`src/rtl/mem_arb_pkg.sv`:
```
// Shared types and defaults for the two-requester unified-memory arbiter.
package mem_arb_pkg;

  localparam int ADDR_W_DEF = 32;
  localparam int DATA_W_DEF = 32;

  typedef enum logic [1:0] {
    IDLE   = 2'd0,
    ACCESS = 2'd1,
    DONE   = 2'd2
  } arb_state_t;

  typedef logic req_id_t;

  localparam req_id_t REQ_M0 = 1'b0;
  localparam req_id_t REQ_M1 = 1'b1;

endpackage

```
`src/rtl/mem_bus_arbiter_rr_picker.sv`:
```
// Combinational 2-way round-robin select: on a tie the requester that did not
// win last time is chosen.
module rr_picker
  import mem_arb_pkg::*;
(
  input  logic req0,
  input  logic req1,
  input  logic last_grant,
  output logic valid,
  output logic id
);

  // Alternate on a tie, otherwise serve whichever requester is asking
  always_comb begin
    valid = req0 | req1;
    id    = REQ_M0;
    if (req0 && req1) begin
      id = ~last_grant;
    end else if (req1) begin
      id = REQ_M1;
    end else begin
      id = REQ_M0;
    end
  end

endmodule

```
`src/rtl/mem_bus_arbiter.sv`:
```
// Round-robin arbiter sharing the single-port memory between two req/ack masters.
// Optional grant/conflict statistics counters are built when MEM_ARB_STATS_EN is defined.
module mem_bus_arbiter
  import mem_arb_pkg::*;
#(
  parameter int ADDR_W = ADDR_W_DEF,
  parameter int DATA_W = DATA_W_DEF
) (
  input  logic              clk,
  input  logic              reset,
  input  logic              m0_req,
  input  logic              m0_we,
  input  logic [ADDR_W-1:0] m0_addr,
  input  logic [DATA_W-1:0] m0_wdata,
  output logic [DATA_W-1:0] m0_rdata,
  output logic              m0_ack,
  input  logic              m1_req,
  input  logic              m1_we,
  input  logic [ADDR_W-1:0] m1_addr,
  input  logic [DATA_W-1:0] m1_wdata,
  output logic [DATA_W-1:0] m1_rdata,
  output logic              m1_ack,
  output logic [ADDR_W-1:0] mem_addr,
  output logic [DATA_W-1:0] mem_wdata,
  output logic              mem_we,
  input  logic [DATA_W-1:0] mem_rdata
`ifdef MEM_ARB_STATS_EN
  ,
  output logic [31:0]       grant0_cnt,
  output logic [31:0]       grant1_cnt,
  output logic [31:0]       conflict_cnt
`endif
);

  arb_state_t        state_r;
  arb_state_t        next_state_s;
  logic              grant_r;
  logic              last_grant_r;
  logic              pick_valid_s;
  logic              pick_id_s;
  logic              granted_we_s;
  logic              grant_now_s;
  logic              m0_ack_r;
  logic              m1_ack_r;
  logic [DATA_W-1:0] m0_rdata_r;
  logic [DATA_W-1:0] m1_rdata_r;

  rr_picker u_rr_picker (
    .req0       (m0_req),
    .req1       (m1_req),
    .last_grant (last_grant_r),
    .valid      (pick_valid_s),
    .id         (pick_id_s)
  );

  // A grant is only ever taken in IDLE, so a req still high in DONE is ignored
  assign grant_now_s = (state_r == IDLE) && pick_valid_s;

  // FSM state register
  always_ff @(posedge clk) begin
    if (reset) begin
      state_r <= IDLE;
    end else begin
      state_r <= next_state_s;
    end
  end

  // FSM next-state logic: one ACCESS cycle, one DONE cycle per grant
  always_comb begin
    next_state_s = state_r;
    case (state_r)
      IDLE: begin
        if (pick_valid_s) begin
          next_state_s = ACCESS;
        end else begin
          next_state_s = IDLE;
        end
      end
      ACCESS:  next_state_s = DONE;
      DONE:    next_state_s = IDLE;
      default: next_state_s = IDLE;
    endcase
  end

  // FSM outputs: memory port follows the granted master, write only in ACCESS
  always_comb begin
    mem_addr     = m0_addr;
    mem_wdata    = m0_wdata;
    granted_we_s = m0_we;
    mem_we       = 1'b0;
    if (grant_r == REQ_M1) begin
      mem_addr     = m1_addr;
      mem_wdata    = m1_wdata;
      granted_we_s = m1_we;
    end else begin
      mem_addr     = m0_addr;
      mem_wdata    = m0_wdata;
      granted_we_s = m0_we;
    end
    case (state_r)
      ACCESS:  mem_we = granted_we_s & ~reset;
      default: mem_we = 1'b0;
    endcase
  end

  // Grant bookkeeping, read-data capture and the one-cycle ack pulses
  always_ff @(posedge clk) begin
    if (reset) begin
      grant_r      <= REQ_M0;
      last_grant_r <= REQ_M1;
      m0_ack_r     <= 1'b0;
      m1_ack_r     <= 1'b0;
      m0_rdata_r   <= {DATA_W{1'b0}};
      m1_rdata_r   <= {DATA_W{1'b0}};
    end else begin
      if (grant_now_s) begin
        grant_r      <= pick_id_s;
        last_grant_r <= pick_id_s;
      end
      m0_ack_r <= (state_r == ACCESS) && (grant_r == REQ_M0);
      m1_ack_r <= (state_r == ACCESS) && (grant_r == REQ_M1);
      if (state_r == ACCESS) begin
        if (grant_r == REQ_M1) begin
          m1_rdata_r <= mem_rdata;
        end else begin
          m0_rdata_r <= mem_rdata;
        end
      end
    end
  end

  assign m0_ack   = m0_ack_r;
  assign m1_ack   = m1_ack_r;
  assign m0_rdata = m0_rdata_r;
  assign m1_rdata = m1_rdata_r;

`ifdef MEM_ARB_STATS_EN
  logic [31:0] grant0_cnt_r;
  logic [31:0] grant1_cnt_r;
  logic [31:0] conflict_cnt_r;

  // Statistics counters, wrapping modulo 2^32
  always_ff @(posedge clk) begin
    if (reset) begin
      grant0_cnt_r   <= 32'd0;
      grant1_cnt_r   <= 32'd0;
      conflict_cnt_r <= 32'd0;
    end else begin
      if (grant_now_s && (pick_id_s == REQ_M0)) begin
        grant0_cnt_r <= grant0_cnt_r + 32'd1;
      end
      if (grant_now_s && (pick_id_s == REQ_M1)) begin
        grant1_cnt_r <= grant1_cnt_r + 32'd1;
      end
      if ((state_r == IDLE) && m0_req && m1_req) begin
        conflict_cnt_r <= conflict_cnt_r + 32'd1;
      end
    end
  end

  assign grant0_cnt   = grant0_cnt_r;
  assign grant1_cnt   = grant1_cnt_r;
  assign conflict_cnt = conflict_cnt_r;
`endif

endmodule
```
`config.mk`:
```
export PLATFORM = sky130hd
export DESIGN_NAME = mem_bus_arbiter
export DESIGN_NICKNAME = d
export VERILOG_FILES = /design/src/rtl/mem_arb_pkg.sv /design/src/rtl/mem_bus_arbiter_rr_picker.sv /design/src/rtl/mem_bus_arbiter.sv
export SDC_FILE = /design/constraint.sdc
export NUM_CORES = 1
export LEC_CHECK = 0
export ABC_AREA = 1
export CORE_ASPECT_RATIO = 0.5
export CORE_MARGIN = 1
export CORE_UTILIZATION = 33
export CTS_CLUSTER_SIZE = 30
export DETAILED_ROUTE_END_ITERATION = 10
export HOLD_SLACK_MARGIN = 0.02
export PLACE_DENSITY = 0.91
export SETUP_SLACK_MARGIN = 0.3
export SLEW_MARGIN = 20
export SYNTH_ARGS = -nofsm -noshare
export SYNTH_HDL_FRONTEND = slang
export SYNTH_SLANG_ARGS = --single-unit
```
`constraint.sdc`:
```
create_clock -name clk -period 1.5 [get_ports clk]
set_input_delay 0.375 -clock clk [delete_from_list [all_inputs] [get_ports clk]]
set_output_delay 0.375 -clock clk [all_outputs]
set_load 0.005 [all_outputs]
```
==> load_flow_metrics.sql, run 1 <==
INSERT INTO impl_metrics (metric_group, metric, value, unit) VALUES
('pwr', 'p_per_area', '849', 'nW/um2'),
('place', 'io_buffer_count', '296', ''),
('pwr', 'peakVddDrop', '0.715', 'mV'),
('timing', 'timing.hold.ws', '0.359', 'ns'),
('worst_setup_path', 'cp_data_required_time', '1.12', 'ns'),
('run_status', 'violations', 'setup timing', ''),
('logic_synthesis', 'yosysUniqueCellTypes', '14', ''),
('detailed_routing', 'detailedRoute.firstPassIterationCount', '6', ''),
('detailed_routing', 'wl_met2', '12.4', 'mm'),
('logic_synthesis', 'syn-instance-count', '584', ''),
('timing', 'grt_setup_unrepaired', 'true', ''),
('timing', 'achievable-frequency', '491', 'MHz'),
('logic_synthesis', 'synth.yosys.warnings', '0', ''),
('die', 'core-area', '10300', 'um2'),
('worst_setup_path', 'worst_path_dominant_cell_family', 'simple AND/OR/NAND/NOR gates', ''),
('detailed_routing', 'dr.first_iter.drc_count', '894', ''),
('detailed_routing', 'm1WireLength', '9.49', 'mm'),
('worst_setup_path', 'library_cell_appearing_most_often_on_the_critical_path', 'nand2_1', ''),
('run_status', 'run_status', 'finished, violations left', ''),
('min_path', 'hold-path-endpoint', 'm0_ack', ''),
('detailed_routing', 'postRouteAntennaNets', '0', ''),
('detailed_routing', 'detail_route.wirelength', '28.2', 'mm'),
('grt', 'grt_overflow', '0', ''),
('worst_setup_path', 'r2r_cells', '10', ''),
('timing', 'setup_violating_endpoint_count_in_the_final_report', '119', ''),
('min_path', 'hold_path_startpoint', 'reset', ''),
('die', 'num_rows', '26', ''),
('clock_network', 'cts_hold_buf', '0', ''),
('logic_synthesis', 'synth_seq_area_share', '0.396', ''),
('worst_setup_path', 'cp_max_fo', '5', ''),
('timing', 'fin_setup_tns', '-30.26', 'ns'),
('worst_setup_path', 'cp_slowest_stage_delay', '0.43', 'ns'),
('worst_setup_path', 'setup.reg_to_reg.worst_slack', '-0.28', 'ns'),
('timing', 'postLayoutSetupSlackWorst', '-0.535', 'ns'),
('detailed_routing', 'dr_total_vias', '6487', ''),
('worst_setup_path', 'setup.worst_path.start_class', 'flop', ''),
('worst_setup_path', 'timing.critical_path.cells', 'buf_4 -> nand3_4 -> nor2_4 -> nand2_1 -> nand2_1 -> buf_2', ''),
('clock_network', 'cts_root_buf', 'clkbuf_16', ''),
('grt', 'initial_antenna_violation_count', '2', ''),
('cells_and_area', 'area.growth.synth_to_final', '146', '%'),
('timing', 'max_slew_margin', '0.787', ''),
('cells_and_area', 'fraction_of_final_layout_cells_sized_beyond_drive_strength_1', '0.517', ''),
('cells_and_area', 'nFillCells', '443', ''),
('clock_network', 'cts_max_level', '3', ''),
('detailed_routing', 'routed_met3_length', '3.85', 'mm'),
('die', 'num_io_pins', '297', ''),
('logic_synthesis', 'netlist_area', '3540', 'um2'),
('clock_network', 'clkSlewWorstSetupHoldPaths', '0.06', 'ns'),
('clock_network', 'cts.path.max_buffers', '2', ''),
('pwr', 'total_power', '7.38', 'mW'),
('grt', 'grt_pass1_vias', '5465', ''),
('worst_setup_path', 'worst_r2r_startpoint', 'grant_r', ''),
('die', 'floorplan.initialDensity', '0.343', ''),
('timing', 'final.setup_skew', '0.0162', 'ns'),
('clock_network', 'cts_tree', 'done', ''),
('timing', 'final-hold-violation-count', '0', ''),
('detailed_routing', 'route.top_layer_used', 'met5', ''),
('worst_setup_path', 'critPathKind', 'flop to primary output', ''),
('grt', 'global_route_wire_length_before_repair', '30.8', 'mm'),
('timing', 'max_slew.worst_pin.slew', '0.318', 'ns'),
('cells_and_area', 'register_area', '1470', 'um2'),
('cells_and_area', 'multiInputGateArea', '2610', 'um2'),
('cells_and_area', 'number_of_nets_at_the_end_of_the_flow', '1108', ''),
('worst_setup_path', 'crit_buf_inv', '2', ''),
('pwr', 'power.leakage', '4.09', 'nW'),
('die', 'die-area', '11200', 'um2'),
('detailed_routing', 'routedWlPerCell', '25.8', 'um'),
('clock_network', 'tritoncts_num_sinks', '70', ''),
('logic_synthesis', 'synthesis.area_per_instance', '6.06', 'um2'),
('clock_network', 'cts_buffers', '9', ''),
('worst_setup_path', 'cpMaxStageDelayCell', 'dfxtp_4', '');
[repair_timing]
| action | 4_1_cts | 5_1_grt |
|---|---|---|
| pin swaps | 43 | 51 |
| gates resized for setup | 722 | 224 |
| gates cloned | 15 | 5 |
| setup buffers | 39 | 18 |
| endpoints found under the setup margin | 199 | 139 |
[synth_stat cells]
cell type / count / area, um2
nand2_1: 296 / 1110
dfxtp_1: 70 / 1400
nor2_1: 68 / 255
inv_1: 35 / 131
a21oi_1: 33 / 165
nand4_1: 32 / 200
buf_2: 28 / 140
clkbuf_1: 8 / 30.0
buf_4: 3 / 22.5
buf_6: 3 / 33.8
nand3_1: 3 / 15.0
inv_2: 2 / 7.51
nand3_2: 2 / 20.0
clkinv_1: 1 / 3.75
[power by group]
part           switching (mW)  internal (mW)
combinational            1.39           1.50
sequential             0.0943           1.99
clock                   0.900           1.51
[cells by family after synthesis]
logic type      after synthesis  synth area share
simple gates                401             0.453
buf+inv                      80             0.104
flops                        70             0.396
compound gates               33            0.0467
[routing by layer]
layer | vias to the layer above | track usage
met3 | 284 | 0.102
met1 | 2935 | 0.424
met5 | - | 0.0375
li1 | 2529 | -
met2 | 737 | 0.609
met4 | 2 | 0.236
[metrics by stage]
stage                     utilization  instances  cell area, um2
after floorplan                     -        584            3610
after global placement          0.644        994            6650
after detailed placement        0.644        994            6650
after CTS                       0.743       1064            7670
after global routing            0.843       1088            8690
final                           0.843       1090            8700
[layout by cell type, fill, tap and decap left out, drive strengths merged]
cell type,netlist,final
bufinv,0,2
clkinvlp,0,1
dfxtp,70,70
buf,34,216
nand2,296,296
nor2,68,68
diode,0,3
bufbuf,0,1
inv,37,37
nand3,5,5
a21oi,33,33
clkbuf,8,21
clkinv,1,1
nand4,32,32
clkdlybuf4s50,0,164
[state kept, by name (all words and copies together), names as in the netlist]
signal,flops
m1_rdata,32
m0_ack,1
last_grant_r,1
m1_ack,1
grant_r,1
state_r,2
m0_rdata,32
[how the worst max path moves through the flow]
stage / from / endpoint / slack, ns / cells past startpoint
floorplan: grant_r / mem_we / 0.28 / 7
global placement: reset / mem_we / -0.49 / 5
detailed placement: reset / mem_we / -0.50 / 5
CTS: grant_r / mem_wdata[24] / -0.33 / 7
global route: grant_r / mem_we / -0.66 / 6
finish: grant_r / mem_we / -0.54 / 6
[cell type report]
| type | instances | share of cell area |
|---|---|---|
| timing repair buffer | 389 | 0.456 |
| multi-input combinational | 434 | 0.300 |
| sequential | 70 | 0.169 |
| clock buffer | 13 | 0.0288 |
| tap | 140 | 0.0201 |
| inverter | 38 | 0.0173 |
| clock inverter | 3 | 0.00777 |
| antenna | 3 | 0.000863 |
(Power assumes the default switching activity.)
==> run 2: changes to the inputs <==
MAX_ROUTING_LAYER = met4   (was unset)
==> load_flow_metrics.sql, run 2 (same netlist as run 1, synthesis figures left out) <==
INSERT INTO impl_metrics (metric_group, metric, value, unit) VALUES
('worst_setup_path', 'worstSetupEndpointType', 'primary output', ''),
('clock_network', 'cts_tree', 'done', ''),
('place', 'placed_area', '6650', 'um2'),
('detailed_routing', 'detailedRoute.firstPassIterationCount', '7', ''),
('timing', 'period_share', '1.26', ''),
('die', 'core-area', '10300', 'um2'),
('die', 'fp.dieW', '148', 'um'),
('clock_network', 'cts_max_level', '3', ''),
('grt', 'initial_antenna_violation_count', '1', ''),
('detailed_routing', 'detail_route.wirelength', '26.9', 'mm'),
('grt', 'grt_usage', '0.376', ''),
('pwr', 'power.leakage', '4.09', 'nW'),
('detailed_routing', 'dr_total_vias', '6323', ''),
('die', 'num_rows', '26', ''),
('run', 'timing.max_cap.violations', '0', ''),
('pwr', 'p_per_area', '844', 'nW/um2'),
('clock_network', 'tritoncts_num_sinks', '70', ''),
('place', 'place_ws', '-0.498', 'ns'),
('grt', 'global_route_wire_length_before_repair', '30.7', 'mm'),
('cells_and_area', 'most-common-layout-cells', '164 x clkdlybuf4s50_1, 139 x nand2_1, 108 x buf_2, 100 x nand2_2, 57 x nand2_4', ''),
('die', 'floorplan.initialDensity', '0.343', ''),
('worst_setup_path', 'cp_data_required_time', '1.12', 'ns'),
('detailed_routing', 'detail_route.vias_per_cell', '5.82', ''),
('grt', 'grt_pass1_vias', '5518', ''),
('timing', 'fin_setup_tns', '-27.68', 'ns'),
('die', 'die-area', '11200', 'um2'),
('timing', 'grt_setup_unrepaired', 'true', ''),
('timing', 'postLayoutSetupSlackWorst', '-0.386', 'ns'),
('clock_network', 'cts_hold_buf', '0', ''),
('cells_and_area', 'fraction_of_final_layout_cells_sized_beyond_drive_strength_1', '0.517', ''),
('timing', 'final-hold-violation-count', '0', ''),
('place', 'hpwlAfterDp', '11.2', 'mm'),
('cells_and_area', 'number_of_nets_at_the_end_of_the_flow', '1107', ''),
('clock_network', 'cts_root_buf', 'clkbuf_16', ''),
('detailed_routing', 'routedWlPerCell', '24.7', 'um'),
('timing', 'achievable-frequency', '530', 'MHz'),
('timing', 'max_slew.worst_pin.slew', '0.247', 'ns'),
('run_status', 'run_status', 'finished, violations left', ''),
('detailed_routing', 'postRouteAntennaNets', '0', ''),
('min_path', 'hold_class', 'primary input to flop', ''),
('cells_and_area', 'final_design_area_no_fill', '8690', 'um2'),
('worst_setup_path', 'setup.worst_path.start_class', 'flop', ''),
('clock_network', 'worst_skew_pair.late_latency', '0.34', 'ns'),
('place', 'io_buffer_count', '296', ''),
('clock_network', 'cts_buffers', '9', ''),
('run_status', 'violations', 'setup timing', ''),
('detailed_routing', 'dr.first_iter.drc_count', '727', ''),
('cells_and_area', 'area.growth.synth_to_final', '146', '%'),
('die', 'fp.dieH', '75.2', 'um'),
('timing', 'report.final.slew_viol_count', '0', ''),
('grt', 'largest_net_degree_at_the_start_of_global_routing', '35', ''),
('detailed_routing', 'post-route-drc-count', '0', ''),
('pwr', 'peakVddDrop', '0.725', 'mV'),
('die', 'num_io_pins', '297', ''),
('timing', 'max_slew_margin', '0.835', ''),
('worst_setup_path', 'critPathKind', 'flop to primary output', ''),
('grt', 'grt_overflow', '0', ''),
('place', 'place.gp.congestion', '0.868', ''),
('worst_setup_path', 'cp_max_fo', '6', ''),
('clock_network', 'clkSlewWorstSetupHoldPaths', '0.06', 'ns'),
('timing', 'fin_crit', '1.89', 'ns'),
('worst_setup_path', 'cp_data_arrival_time', '1.51', 'ns'),
('timing', 'setup_violating_endpoint_count_in_the_final_report', '117', ''),
('clock_network', 'cts.path.max_buffers', '2', ''),
('cells_and_area', 'most_frequent_standard_cell_in_the_layout_excluding_fill_and_tap_cells', 'clkdlybuf4s50_1', ''),
('timing', 'final.setup_skew', '0.0108', 'ns');
run 2: path summary, 6_finish.rpt:
kind,from,end,slack [ns],depth (start not counted)
max,grant_r,mem_addr[31],-0.39,7
min,reset,m0_ack,0.36,2
max reg2reg,grant_r,m1_rdata[14],-0.31,10
min reg2reg,m1_rdata[12],m1_rdata[12],0.48,2
run 2: cell type report:
type	count	area, um2
diodes	1	2.50
fillers	447	1620
inverters	38	150
clock buffers	13	250
flip-flops and latches	70	1470
repair buffers	388	3950
multi-input cells	434	2630
clock inverters	3	67.6
well taps	140	175
run 2: timing repair:
action / CTS / global route
setup buffers: 39 / 18
cloned: 15 / 4
pin swaps: 43 / 56
resized for setup: 722 / 225
endpoints found under the setup margin: 199 / 137
run 2: per-stage QoR:
step,std cells,hold slack (ns),util,total power [mW]
global route,1087,0.358,0.843,7.48
finish,1087,0.355,0.843,7.33
CTS,1064,0.456,0.743,6.47
floorplan,584,0.429,-,2.71
detailed placement,994,0.453,0.644,3.85
global placement,994,0.439,0.644,3.81
run 2: layer usage:
metal | vias to the layer above | track usage | routed length (um)
met5 | - | - | 0
met4 | 0 | 0.244 | 2290
met3 | 249 | 0.110 | 3590
met2 | 673 | 0.609 | 11900
met1 | 2882 | 0.416 | 9080
li1 | 2519 | - | -
run 2: report_power, final:
part	total, mW	internal (mW)	switching (mW)
clock	2.38	1.51	0.873
combinational	2.87	1.51	1.36
sequential	2.09	1.99	0.0972
run 2: critical path, cell delays in order, from the launching register on:
cell     delay (ns)
dfxtp_4        0.39
buf_6          0.14
buf_12         0.12
buf_16         0.13
buf_6          0.12
nand2_2        0.06
nand2_1        0.07
buf_2          0.14
